$ cat config.mk
export PLATFORM = sky130hd
export DESIGN_NAME = fir_lane_scheduler
export DESIGN_NICKNAME = d
export VERILOG_FILES = /design/src/rtl/fir_sched_pkg.sv /design/src/rtl/fir_sched_group_fifo.sv /design/src/rtl/fir_lane_scheduler.sv
export SDC_FILE = /design/constraint.sdc
export NUM_CORES = 1
export LEC_CHECK = 0
export CAP_MARGIN = 30
export CORE_ASPECT_RATIO = 0.5
export CORE_MARGIN = 2
export CORE_UTILIZATION = 63
export CTS_BUF_LIST = sky130_fd_sc_hd__clkbuf_4 sky130_fd_sc_hd__clkbuf_8
export CTS_CLUSTER_SIZE = 14
export DETAILED_ROUTE_END_ITERATION = 6
export PLACE_DENSITY = 0.95
export SLEW_MARGIN = 10
export SYNTH_ARGS = -nofsm -noshare
export SYNTH_HDL_FRONTEND = slang
export SYNTH_SLANG_ARGS = --single-unit
$ cat constraint.sdc
create_clock -name clk -period 13.1 [get_ports clk]
set_input_delay 3.93 -clock clk [delete_from_list [all_inputs] [get_ports clk]]
set_output_delay 3.93 -clock clk [all_outputs]
set_load 0.02 [all_outputs]
$ cat src/rtl/fir_sched_pkg.sv
// Shared types for the three-lane FIR scheduler: sample/result widths, group layout, lane masks.
package fir_sched_pkg;

   localparam int LANES = 3;

   typedef logic signed [15:0] sample_t;
   typedef logic signed [63:0] acc_t;
   typedef acc_t               group_t [LANES];
   typedef logic [1:0]         lane_idx_t;
   typedef logic [LANES-1:0]   lane_mask_t;

   localparam lane_mask_t FULL_MASK = '1;

   // Valid lanes are always packed from lane 0 upward, so the highest set bit ends the group.
   function automatic lane_idx_t last_lane(input lane_mask_t m);
      if (m[2]) return 2'd2;
      if (m[1]) return 2'd1;
      return 2'd0;
   endfunction

endpackage

$ cat src/rtl/fir_sched_group_fifo.sv
// Synchronous FIFO of finished result groups plus their lane masks; the caller guarantees no overflow.
module fir_sched_group_fifo
   import fir_sched_pkg::*;
#(
   parameter int DEPTH = 4
) (
   input  logic                   clk_i,
   input  logic                   rst_i,
   input  logic                   push_i,
   input  acc_t                   push_data_i [LANES],
   input  lane_mask_t             push_mask_i,
   input  logic                   pop_i,
   output acc_t                   head_o [LANES],
   output lane_mask_t             head_mask_o,
   output logic [$clog2(DEPTH):0] count_o
);

   localparam int AW = $clog2(DEPTH);

   group_t              mem_q      [DEPTH];
   lane_mask_t          mask_mem_q [DEPTH];
   logic [AW-1:0]       wr_q, rd_q;
   logic [AW:0]         cnt_q;

   always_ff @(posedge clk_i) begin
      if (rst_i) begin
         wr_q  <= '0;
         rd_q  <= '0;
         cnt_q <= '0;
      end else begin
         if (push_i) wr_q <= wr_q + 1'b1;
         if (pop_i)  rd_q <= rd_q + 1'b1;
         case ({push_i, pop_i})
            2'b10:   cnt_q <= cnt_q + 1'b1;
            2'b01:   cnt_q <= cnt_q - 1'b1;
            default: cnt_q <= cnt_q;
         endcase
      end
   end

   always_ff @(posedge clk_i) begin
      if (push_i) begin
         mem_q[wr_q]      <= push_data_i;
         mask_mem_q[wr_q] <= push_mask_i;
      end
   end

   assign head_o      = mem_q[rd_q];
   assign head_mask_o = mask_mem_q[rd_q];
   assign count_o     = cnt_q;

endmodule

$ cat src/rtl/fir_lane_scheduler.sv
// Packs a serial sample stream into 3-lane groups for the FIR bank and re-serializes results in order.
// Optional partial-group flush is built when FIR_SCHED_FLUSH_EN is defined.
module fir_lane_scheduler
   import fir_sched_pkg::*;
#(
   parameter int LAT   = 4,
   parameter int DEPTH = 4
) (
   input  logic    clk,
   input  logic    rst,
   input  logic    s_valid,
   output logic    s_ready,
   input  sample_t s_data,
   output sample_t lane_din  [LANES],
   input  acc_t    lane_dout [LANES],
   output logic    m_valid,
   input  logic    m_ready,
   output acc_t    m_data
`ifdef FIR_SCHED_FLUSH_EN
   ,
   input  logic    flush
`endif
);

   localparam int CW = $clog2(DEPTH) + 1;

   lane_idx_t     idx_q, idx_d, sidx_q, sidx_d;
   sample_t       pack_q [2];
   sample_t       pack_d [2];
   sample_t       issue_data [LANES];
   logic          accept, issue, credit_ok;
   logic [LAT:0]  tag_q;
   lane_mask_t    issue_mask, retire_mask;
   logic [CW-1:0] fifo_cnt;
   acc_t          head [LANES];
   lane_mask_t    head_mask;
   logic          fire, last, pop;
   int unsigned   inflight;

   // Packer and credit: tag_q[LAT] is the group whose results sit on lane_dout this cycle.
   always_comb begin
      inflight   = $countones(tag_q);
      credit_ok  = (inflight + 32'(fifo_cnt)) < 32'(DEPTH);
      s_ready    = (idx_q != 2'd2) || credit_ok;
      accept     = s_valid && s_ready;
      issue      = 1'b0;
      issue_mask = FULL_MASK;
      issue_data = '{default: '0};
      idx_d      = idx_q;
      pack_d     = pack_q;
      if (accept) begin
         if (idx_q == 2'd2) begin
            issue         = 1'b1;
            issue_data[0] = pack_q[0];
            issue_data[1] = pack_q[1];
            issue_data[2] = s_data;
            idx_d         = 2'd0;
         end else begin
            pack_d[idx_q[0]] = s_data;
            idx_d            = idx_q + 2'd1;
         end
      end
`ifdef FIR_SCHED_FLUSH_EN
      // A partial group still consumes a credit, so a flush without credit waits.
      if (flush && !issue && (idx_d != 2'd0) && credit_ok) begin
         issue         = 1'b1;
         issue_data[0] = pack_d[0];
         issue_data[1] = (idx_d == 2'd2) ? pack_d[1] : '0;
         issue_mask    = (idx_d == 2'd2) ? 3'b011 : 3'b001;
         idx_d         = 2'd0;
      end
`endif
   end

   always_ff @(posedge clk) begin
      if (rst) begin
         idx_q  <= '0;
         sidx_q <= '0;
         tag_q  <= '0;
         for (int l = 0; l < LANES; l++) lane_din[l] <= '0;
      end else begin
         idx_q  <= idx_d;
         sidx_q <= sidx_d;
         tag_q  <= {tag_q[LAT-1:0], issue};
         for (int l = 0; l < LANES; l++) lane_din[l] <= issue ? issue_data[l] : '0;
      end
   end

   always_ff @(posedge clk) begin
      pack_q <= pack_d;
   end

`ifdef FIR_SCHED_FLUSH_EN
   lane_mask_t mask_q [LAT+1];

   always_ff @(posedge clk) begin
      mask_q[0] <= issue_mask;
      for (int k = 1; k <= LAT; k++) mask_q[k] <= mask_q[k-1];
   end

   assign retire_mask = mask_q[LAT];
`else
   assign retire_mask = FULL_MASK;
`endif

   fir_sched_group_fifo #(.DEPTH(DEPTH)) u_fifo (
      .clk_i       (clk),
      .rst_i       (rst),
      .push_i      (tag_q[LAT]),
      .push_data_i (lane_dout),
      .push_mask_i (retire_mask),
      .pop_i       (pop),
      .head_o      (head),
      .head_mask_o (head_mask),
      .count_o     (fifo_cnt)
   );

   // Serializer: walk the valid lanes of the head group, pop after the last one.
   always_comb begin
      m_valid = (fifo_cnt != '0);
      fire    = m_valid && m_ready;
      last    = (sidx_q == last_lane(head_mask));
      pop     = fire && last;
      sidx_d  = sidx_q;
      if (fire) sidx_d = last ? 2'd0 : sidx_q + 2'd1;
      m_data  = m_valid ? head[sidx_q] : '0;
   end

endmodule

Word-level counts from Yosys, hierarchy flattened
Memories as Yosys holds them, arrays and structs flattened. A register that Yosys moved wholly into a read port is not among the register bits.
Cells that the tools add are included.
{"block": "op_classes", "eq_ne": 5, "n_mux": 23, "order_cmp": 4, "n_reduce_logical": 9, "bitwise_logic": 5, "n_addsub": 11}
{"cell": "64-bit two-way mux", "n": 3}
{"cell": "64-bit binary-select mux with 2-bit select", "n": 1}
{"cell": "32-bit bitwise mux", "n": 1}
{"cell": "16-bit demux with 1-bit select", "n": 1}
{"cell": "16-bit two-way mux", "n": 1}
{"cell": "2-bit two-way mux", "n": 8}
{"cell": "2-bit by 1-bit adder with 2-bit output, second input constant", "n": 4}
{"cell": "1-bit two-way mux", "n": 7}
{"cell": "3-bit one-hot mux with 2 select lines", "n": 1}
{"cell": "4-bit by 3-bit adder with 5-bit output", "n": 1}
{"cell": "5-bit by 3-bit < comparator with 1-bit output, second input constant", "n": 1}
{"cell": "1-bit by 1-bit adder with 2-bit output", "n": 2}
{"cell": "3-bit by 1-bit adder with 4-bit output", "n": 1}
{"cell": "2-bit == test, second input constant", "n": 2}
{"cell": "1-bit logical AND", "n": 4}
{"cell": "4-bit OR reduction", "n": 1}
{"cell": "2-bit by 2-bit adder with 3-bit output", "n": 1}
{"cell": "3-bit by 1-bit adder with 3-bit output, second input constant", "n": 1}
{"cell": "3-bit greater-or-equal comparator, second input constant", "n": 1}
{"cell": "1-bit NOT", "n": 3}
{"cell": "2-bit NOT with 3-bit output", "n": 1}
{"cell": "3-bit nonzero test", "n": 1}
{"cell": "3-bit by 1-bit subtractor with 3-bit output, second input constant", "n": 1}
{"cell": "2-bit by 1-bit == test with 1-bit output, second input constant", "n": 1}
{"cell": "8 further kinds", "n": 8}
{"block": "word_totals", "ram_bits": 768, "inputBits": 212, "out_inout_bits": 114, "n_memories": 1, "regBits": 96}
{"name": "u_fifo.mem_q", "depth": 4, "width": 192, "rd": 1, "rd_clocked_by_memory_dff": 1, "write_ports": 1, "line_no": "fir_sched_group_fifo.sv:20", "text": "group_t mem_q [DEPTH];"}

Longest topological paths before layout
{"block": "logic_depth", "ltp_word": 10, "ltp_mapped": 8, "ltp_nobuf": 8}

Hierarchy
A second synthesis with hierarchy kept.
{"block": "unflattened", "hier_cells": 1531, "hier_area_um2": 33073.0}
{"module": "fir_sched_group_fifo", "instances": 1, "area_per_inst_um2": 28563.6, "cells_per_inst": 1064}
{"module": "fir_lane_scheduler", "instances": 1, "area_per_inst_um2": 4509.3, "cells_per_inst": 467}

Worst setup path before layout
Ideal clock, no wire load.
{"block": "synth_timing", "path_kind": "register to output", "from": "reg tag_q[0]", "to": "out s_ready", "arrival_time_ps": 2037, "path_buffers": 0, "setup_slack_ps": 7133, "path_stages_with_launch": 7, "cell_sequence": "dfxtp_1 fa_1 fa_1 ha_1 or3_1 o21bai_1 or2_2"}
{"block": "synth_between", "elab_chain_cells": 6}
{"element": "start: declaration", "line_no": "fir_lane_scheduler.sv:32", "text": "logic [LAT:0] tag_q;"}
{"element": "start signal: assignment", "line_no": "fir_lane_scheduler.sv:84", "text": "tag_q <= {tag_q[LAT-1:0], issue};"}
{"element": "1-bit by 1-bit adder with 2-bit output (implied by the code)", "line_no": "fir_lane_scheduler.sv:42", "text": "inflight = $countones(tag_q);"}
{"element": "2-bit by 2-bit adder with 3-bit output (implied by the code)", "line_no": "fir_lane_scheduler.sv:42"}
{"element": "3-bit by 1-bit adder with 4-bit output (implied by the code)", "line_no": "fir_lane_scheduler.sv:42"}
{"element": "4-bit by 3-bit adder with 5-bit output", "line_no": "fir_lane_scheduler.sv:43", "text": "credit_ok = (inflight + 32'(fifo_cnt)) < 32'(DEPTH);"}
{"element": "5-bit by 3-bit < comparator with 1-bit output", "line_no": "fir_lane_scheduler.sv:43"}
{"element": "1-bit logical OR", "line_no": "fir_lane_scheduler.sv:44", "text": "s_ready = (idx_q != 2'd2) || credit_ok;"}
{"element": "end: declaration", "line_no": "fir_lane_scheduler.sv:12", "text": "output logic s_ready,"}
Every way passes these cells.

==> flow_metrics.tcl <==
set metrics [dict create \
    outcome "completed" \
    drive_above_1_share 0.2172 \
    grt_max_degree 146 \
    finalPower_uw 5125 \
    route.met2.wl_um 42010 \
    slowest_stage "buf_4" \
    ctsHoldBuffers 0 \
    maxCapViolCount 0 \
    wire_per_inst_um 32.24 \
    grt_first_pass_wirelength_um 111100 \
    hold_class "register to register" \
    ctsResizeCount 0 \
    slowest_delay_ps 780 \
    cts_buffers 110 \
    grt_usage 0.2925 \
    die_area_um2 52600 \
    skew_ps 56.09 \
    synth_cells 1383 \
    drc 0 \
    postSynthRegisterBits 866 \
    clockBufferDepth 3 \
    dr.pass1.iters 5 \
    synth_warnings 0 \
    ys_types 34 \
    antenna_found_initial 22 \
    area_growth_pct 19.79 \
    wirelength_um 82850 \
    async_flop_share 0 \
    yosys.area.top_type "edfxtp_1" \
    grt_pass1_vias 17070 \
    worstPathMaxFanout 43 \
    hold_viol_final 0 \
    clkTransAtPathRegs_ps 70 \
    drt_iter0_markers 2739 \
    cp.required_ps 9170 \
    top_layer_used "met4" \
    die_w_um 322.3 \
    setup_viol 0 \
    slew_headroom 0.3073 \
    drtAntennaViolNets 0 \
    start_util 0.6366 \
    viasPerCell 6.744 \
    min_period_ps 8381 \
    vias 17330 \
    worstPathCellList "buf_4 -> buf_4 -> mux4_2 -> and3_1 -> a221o_1 -> clkdlybuf4s50_1" \
    report.final.slew_viol_count 0 \
    total_leakage_power_uw 0.01218 \
    syn_area_um2 31920 \
    htreeDepth 3 \
    synthFlopType "edfxtp_1" \
    post_cts_buffers 0 \
    cts-root-buf "clkbuf_8" \
    crit_type "register to output port" \
    numClockSinks 866 \
    synth_edf_count 800 \
    finalCritPeriodShare 0.6398 \
    core-area_um2 50150 \
    synth_area_per_cell_um2 23.08 \
    overflow 0 \
    place_congestion 0.7493 \
    rows 58 \
    critPathCaptureType "output port" \
    crit_buf_inv 3 \
    io_buffers 325 \
    syn_nets 1606 \
    fin_tns_setup_ps 0 \
    clock_latency_ps 740 \
    powerDensity_nw_per_um2 134.0 \
    arrival_ps 4450 \
    ir_worst_vdd_mv 0.07559 \
    critPathTopFamily "buffers and inverters" \
    num_io_pins 326 \
    drt-met1-wl_um 27000 \
    synth_seq_area_share 0.7939 \
    yosys-top-cells-area "edfxtp_1 (75%), mux4_2 (14%), dfxtp_1 (4.1%)" \
    fin_nets 1993 \
    cts_tree "yes" \
    crit_path_frequent_cell "buf_4" \
    fillCellCount 2278 \
    wl_met3_um 8194 \
    fmax_ghz 0.1193 \
    grt_setup_unrepaired "false" \
    cp-start-kind "register" \
    dieHeight_um 163.2 \
    tightest_slew_ps 1039 \
    dpl.hpwl_um 41670 \
    synth.top_cell.area_share 0.7526 \
]
[per-layer routing]
layer,GRT usage,vias to the layer above
met4,0.1689,0
met3,0.05654,351
li1,-,6654
met2,0.4917,1649
met5,0,-
met1,0.3628,8678
[cell usage after synthesis, drive strengths merged (3+ instances only)]
library cell / instances
dfxtp: 66
mux4: 192
and3: 65
nor2b: 5
a21oi: 8
fa: 3
nor3: 3
clkbuf: 51
a221o: 64
and2: 53
inv: 10
ha: 8
buf: 24
edfxtp: 800
or3: 4
nor2: 9
[cell type report]
type | count | area [µm²] | area share
Antenna cell | 29 | 72.57 | 0.001898
Clock buffer | 161 | 1953 | 0.05107
Clock inverter | 32 | 187.7 | 0.004908
Inverter | 10 | 37.54 | 0.0009816
Multi-Input combinational cell | 432 | 6183 | 0.1617
Sequential cell | 866 | 25350 | 0.6630
Tap cell | 690 | 863.3 | 0.02258
Timing Repair Buffer | 350 | 3591 | 0.09390
[power by group]
part	leakage (µW)	internal [µW]	total, µW	switching [µW]
Sequential	0.00773	3020	3020	2.25
Clock	0.00114	975	1990	1010
Combinational	0.00331	61.4	111	49.5
[worst paths after layout]
kind	slack [ps]	cells after the start	from	end
max reg2reg	10060	4	tag_q[4]$_SDFF_PP0_	u_fifo.mem_q[1][57]$_DFFE_PP_
max	4720	6	register	m_data[50]
min reg2reg	430	1	pack_q[14]$_DFFE_PP_	lane_din[30]$_SDFF_PP0_
min	430	1	pack_q[14]$_DFFE_PP_	lane_din[30]$_SDFF_PP0_
[cells by family after synthesis]
group                    synth area share
adder cells (fa/ha/maj)          0.005017
flip-flops                         0.7939
XOR/XNOR                        0.0008233
multiplexers                       0.1358
AND/OR/NAND/NOR                   0.02818
AO/OA/AOI/OAI                     0.02262
buffers and inverters             0.01364
[per-stage QoR]
stage | std cells | hold WS [ps] | util | setup slack [ps] | instance area, µm²
2_1_floorplan | 1383 | 420.3 | - | 7133 | 31920
3_3_place_gp | 2341 | 423.7 | 0.7149 | 5518 | 35850
3_5_place_dp | 2343 | 424.5 | 0.7159 | 5442 | 35900
4_1_cts | 2536 | 438.9 | 0.7585 | 4617 | 38040
5_1_grt | 2570 | 464.7 | 0.7626 | 4454 | 38240
6_report | 2570 | 433.0 | 0.7626 | 4719 | 38240
[sequential cells by signal, summed over array words and instances, names as in the netlist, named ones only]
register        count
u_fifo.rd_q         2
u_fifo.count_o      3
idx_q               2
sidx_q              2
lane_din           48
pack_q             32
tag_q               5
u_fifo.wr_q         2
u_fifo.mem_q      768
[layout by cell type, fill, tap and decap left out, drive strengths merged]
cell type | Yosys | layout
edfxtp | 800 | 800
clkdlybuf4s50 | 0 | 325
mux4 | 192 | 192
clkbuf | 51 | 161
dfxtp | 66 | 66
and3 | 65 | 65
a221o | 64 | 64
and2 | 53 | 53
diode | 0 | 29
clkinv | 0 | 28
buf | 24 | 25
inv | 10 | 12
nor2 | 9 | 9
a21oi | 8 | 8
ha | 8 | 8
nor2b | 5 | 5
or3 | 4 | 4
fa | 3 | 3
nor3 | 3 | 3
o21ai | 2 | 2
nand2 | 2 | 2
o31ai | 2 | 2
xor2 | 2 | 2
o21bai | 1 | 1
or2 | 1 | 1
nand4bb | 1 | 1
or4 | 1 | 1
a311oi | 1 | 1
nand3 | 1 | 1
mux2i | 1 | 1
xnor2 | 1 | 1
nand2b | 1 | 1
nor3b | 1 | 1
clkinvlp | 0 | 1
bufinv | 0 | 1
No activity file was read; power rests on OpenSTA's default activity.
